### src/rtl/skid_pkg.sv
// Shared types and constants for the two-entry skid buffer.
package skid_pkg;

    typedef enum logic [1:0] {
        EMPTY = 2'd0,
        ONE   = 2'd1,
        TWO   = 2'd2
    } state_t;

    localparam logic RST_DATA = '0;

endpackage

### src/rtl/skid_reg.sv
// WIDTH-bit data register with synchronous reset and load enable.
module skid_reg
    import skid_pkg::*;
#(
    parameter int WIDTH = 8
) (
    input  logic             clk,
    input  logic             rst,
    input  logic             en,
    input  logic [WIDTH-1:0] d,
    output logic [WIDTH-1:0] q
);

    always_ff @(posedge clk) begin
        if (rst) begin
            q <= {WIDTH{RST_DATA}};
        end else if (en) begin
            q <= d;
        end
    end

endmodule

### src/rtl/skid_buffer.sv
// Two-entry elastic stage: main_q feeds out_data, skid_q absorbs one word
// when the consumer stalls. in_ready and out_valid decode only the state register.
module skid_buffer
    import skid_pkg::*;
#(
    parameter int WIDTH = 8
) (
    input  logic             clk,
    input  logic             rst,
    input  logic             in_valid,
    input  logic [WIDTH-1:0] in_data,
    output logic             in_ready,
    output logic             out_valid,
    output logic [WIDTH-1:0] out_data,
    input  logic             out_ready,
    output state_t           dbg_state
);

    // Handshake: a word moves on a rising edge when valid && ready are both
    // high on that side; a producer holds valid and data stable until accepted.
    state_t           state_q;
    state_t           state_d;
    logic             in_xfer;
    logic             out_xfer;
    logic             main_en;
    logic             main_sel_skid;
    logic             skid_en;
    logic [WIDTH-1:0] main_d;
    logic [WIDTH-1:0] skid_q;

    assign in_ready  = (state_q != TWO);
    assign out_valid = (state_q != EMPTY);
    assign dbg_state = state_q;

    assign in_xfer  = in_valid && in_ready;
    assign out_xfer = out_valid && out_ready;

    always_ff @(posedge clk) begin
        if (rst) begin
            state_q <= EMPTY;
        end else begin
            state_q <= state_d;
        end
    end

    always_comb begin
        state_d       = state_q;
        main_en       = 1'b0;
        main_sel_skid = 1'b0;
        skid_en       = 1'b0;
        case (state_q)
            EMPTY: begin
                if (in_xfer) begin
                    state_d = ONE;
                    main_en = 1'b1;
                end
            end
            ONE: begin
                if (in_xfer && out_xfer) begin
                    main_en = 1'b1;
                end else if (in_xfer) begin
                    state_d = TWO;
                    skid_en = 1'b1;
                end else if (out_xfer) begin
                    state_d = EMPTY;
                end
            end
            TWO: begin
                // The skid word moves up so ordering is preserved.
                if (out_xfer) begin
                    state_d       = ONE;
                    main_en       = 1'b1;
                    main_sel_skid = 1'b1;
                end
            end
            default: state_d = EMPTY;
        endcase
    end

    assign main_d = main_sel_skid ? skid_q : in_data;

    skid_reg #(.WIDTH(WIDTH)) u_main (
        .clk (clk),
        .rst (rst),
        .en  (main_en),
        .d   (main_d),
        .q   (out_data)
    );

    skid_reg #(.WIDTH(WIDTH)) u_skid (
        .clk (clk),
        .rst (rst),
        .en  (skid_en),
        .d   (in_data),
        .q   (skid_q)
    );

endmodule
### config.mk
export PLATFORM = sky130hd
export DESIGN_NAME = skid_buffer
export DESIGN_NICKNAME = d
export VERILOG_FILES = /design/src/rtl/skid_pkg.sv /design/src/rtl/skid_reg.sv /design/src/rtl/skid_buffer.sv
export SDC_FILE = /design/constraint.sdc
export NUM_CORES = 1
export LEC_CHECK = 0
export CAP_MARGIN = 20
export CORE_MARGIN = 3
export CORE_UTILIZATION = 45
export CTS_BUF_LIST = sky130_fd_sc_hd__clkbuf_16
export CTS_CLUSTER_DIAMETER = 120
export DETAILED_ROUTE_END_ITERATION = 10
export PLACE_DENSITY = 0.8
export SLEW_MARGIN = 20
export SYNTH_ARGS = -nofsm -noshare
export SYNTH_HDL_FRONTEND = slang
export SYNTH_SLANG_ARGS = --single-unit
### constraint.sdc
create_clock -name clk -period 2.5 [get_ports clk]
set_clock_uncertainty 0.15 [all_clocks]
set_input_delay 0.375 -clock clk [delete_from_list [all_inputs] [get_ports clk]]
set_output_delay 0.375 -clock clk [all_outputs]
set_load 0.02 [all_outputs]
==> flow_summary.json <==
{
  "layout-drive-gt1-share_pct": 8.47,
  "grt_use_total_pct": 17.3,
  "worstSetupPathType": "reg2out",
  "synth_cell_types": 25,
  "rows": 14,
  "setup-tns-final_ns": 0,
  "leakagePower_nw": 0.407,
  "cp_cell_sequence": "or2_2 > clkdlybuf4s50_1",
  "final_cell_area_um2": 1130,
  "nFillCells": 149,
  "clock_latency_ns": 0.24,
  "crit_arrival_ns": 1.50,
  "synth_seq_cells": 18,
  "cts_tree": "built",
  "synthTopCellsByCount": "dfxtp_1, o21ai_0, nand2_1",
  "max_stage_delay_ns": 0.54,
  "dp.cells": 138,
  "cp_top_family": "buffers and inverters",
  "drv_slew": 0,
  "drt_iter0_markers": 32,
  "yosysMostFrequentCell": "dfxtp_1",
  "grt_pass1_vias": 695,
  "grt_pass1_wl_mm": 3.28,
  "vias_per_cell": 5.32,
  "layout.cells.non_filler": 142,
  "htreeDepth": 1,
  "hp-start": "u_skid.q[4]",
  "cts_root_buf": "clkbuf_16",
  "min_path_cells": 2,
  "syn_inst": 98,
  "r2r_start": "dbg_state[1]",
  "clk_path_buf_depth": 2,
  "slew_headroom_pct": 54.3,
  "finalHoldViolations": 0,
  "placed_area_um2": 1050,
  "synthToLayoutAreaGrowth_pct": 35.3,
  "yosys.area.top_type": "dfxtp_1",
  "seq_area_um2": 360,
  "synth.top_cell.area_share_pct": 43.2,
  "coreArea_um2": 1630,
  "cts_num_sinks": 18,
  "grt_max_degree": 19,
  "yosys_warnings": 0,
  "detail_route.wl_per_cell_um": 13.6,
  "num_vias": 756,
  "setup_viol_count_final": 0,
  "overflow": 0,
  "dr.pass1.iters": 4,
  "crit_slowest_cell": "clkdlybuf4s50_1",
  "antenna_found_initial": 0,
  "cts.clk_slew.worst_paths_ns": 0.05,
  "finalPower_w": 0.000745,
  "synth_edf_count": 0,
  "fmax_mhz": 493,
  "period_minus_slack_ns": 2.03,
  "start_util_pct": 51.2,
  "whs_ns": 0.327,
  "die_y_um": 49.0,
  "synth.avg_cell_area_um2": 8.50,
  "worstReg2RegEnd": "u_main.q[0]",
  "gp_congestion": 0.731,
  "syn-num-nets": 110,
  "cp_max_fo": 10,
  "hold_path_end": "u_skid.q[4]",
  "reg2reg_slack_ns": 0.92,
  "fin_crit_sh_pct": 81.1,
  "postCtsHoldBufs": 0,
  "antennaDiodeCount": 0,
  "wl_mm": 1.93,
  "p_per_area_nw_per_um2": 660,
  "rsz0062_at_grt": "false",
  "portBuffers": 23,
  "hpwl_mm": 1.37,
  "post_cts_buffers": 0,
  "worst_hold_path_type": "reg2reg",
  "die_x_um": 49.0,
  "synthArstFlopShare_pct": 0,
  "multi_input_area_um2": 420,
  "cts_resized": 0,
  "ys.flop_type": "dfxtp_1",
  "crit_buf_inv": 1,
  "end_kind": "output pin",
  "top_level_ports": 24,
  "cp-start-kind": "flip-flop",
  "ys_seq_area_share_pct": 43.2,
  "ant_nets": 0,
  "r2r_cells": 3,
  "drc": 0,
  "synth_area_leaders": "dfxtp_1, o21ai_0, a311oi_1, a21oi_1, nand2_1",
  "syn_area_um2": 833,
  "nets": 131,
  "cts_buffers": 3,
  "peakVddDrop_mv": 0.734,
  "fp.dieArea_um2": 2400,
  "required_ns": 1.98,
  "maxCapViolCount": 0,
  "outcome": "finished clean",
  "tightest_slew_ns": 0.683
}
==> routing by layer <==
| layer | share of wire (%) | up-vias | GRT usage [%] | wire length [um] |
|---|---|---|---|---|
| met5 | 0 | - | 0 | 0 |
| met4 | 0.78 | 0 | 4.27 | 15 |
| met3 | 5.4 | 2 | 4.89 | 105 |
| met2 | 45 | 24 | 26.9 | 862 |
| met1 | 49 | 338 | 23.4 | 951 |
| li1 | - | 392 | - | - |
==> how the worst max path moves through the flow <==
stage	startpoint	end	slack [ns]	cells past startpoint
floorplan	dbg_state[0]	u_main.q[3]	1.09	4
global placement	in_valid	u_main.q[5]	0.44	4
detailed placement	in_valid	u_main.q[0]	0.34	4
CTS	dbg_state[0]	out_valid	0.48	2
global route	dbg_state[0]	in_ready	0.40	2
finish	dbg_state[0]	out_valid	0.47	2
==> registers in the layout, summed over array words and instances (netlist names) <==
name,cells
u_main.q,8
u_skid.q,8
dbg_state,2
==> power by group <==
group	internal, W	leakage [nW]	switching [W]
Sequential	0.000302	0.147	0.0000104
Clock	0.000212	0.0385	0.000102
Combinational	0.0000582	0.221	0.0000595
Total	0.000573	0.407	0.000172
==> cell type report <==
| class | instances | share of cell area, % |
|---|---|---|
| timing repair buffer | 24 | 21.1 |
| clock inverter | 1 | 0.333 |
| tap | 24 | 2.66 |
| clock buffer | 3 | 6.66 |
| sequential | 18 | 32.0 |
| multi-input combinational | 72 | 37.3 |
==> through the flow <==
| step | setup slack [ns] | util [%] |
|---|---|---|
| detailed placement | 0.337 | 64.4 |
| CTS | 0.477 | 69.2 |
| floorplan | 1.09 | - |
| global placement | 0.438 | 64.4 |
| global route | 0.396 | 69.2 |
| finish | 0.472 | 69.2 |
==> tightest hold or removal path: stages, from the launching register on <==
cell and delay, ns:
dfxtp_1 0.30, o21ai_0 0.06, a21oi_1 0.06
==> kinds of logic after synthesis <==
| family | after synthesis | synth area share [%] |
|---|---|---|
| and+or+nand+nor | 36 | 22.8 |
| AOI/OAI and AO/OA | 36 | 27.6 |
| buffers and inverters | 8 | 6.31 |
| DFF | 18 | 43.2 |
==> layout by cell type, fill, tap and decap left out <==
cell type | synthesis | routed
a211oi_1 | 1 | 1
a21oi_1 | 10 | 10
a311oi_1 | 6 | 6
a311oi_2 | 2 | 2
and2b_1 | 1 | 1
buf_4 | 1 | 1
clkbuf_16 | 0 | 3
clkdlybuf4s50_1 | 0 | 23
clkinv_1 | 0 | 1
dfxtp_1 | 18 | 18
nand2_1 | 11 | 11
nand2b_1 | 1 | 1
nand2b_2 | 1 | 1
nand2b_4 | 1 | 1
nand3_1 | 8 | 8
nand3b_2 | 1 | 1
nor2_1 | 8 | 8
nor2b_1 | 1 | 1
nor4bb_1 | 1 | 1
o21ai_0 | 15 | 15
o21ai_1 | 1 | 1
o21ba_1 | 1 | 1
or2_2 | 1 | 1
or3b_1 | 1 | 1
No activity file was read; power rests on OpenSTA's default activity.
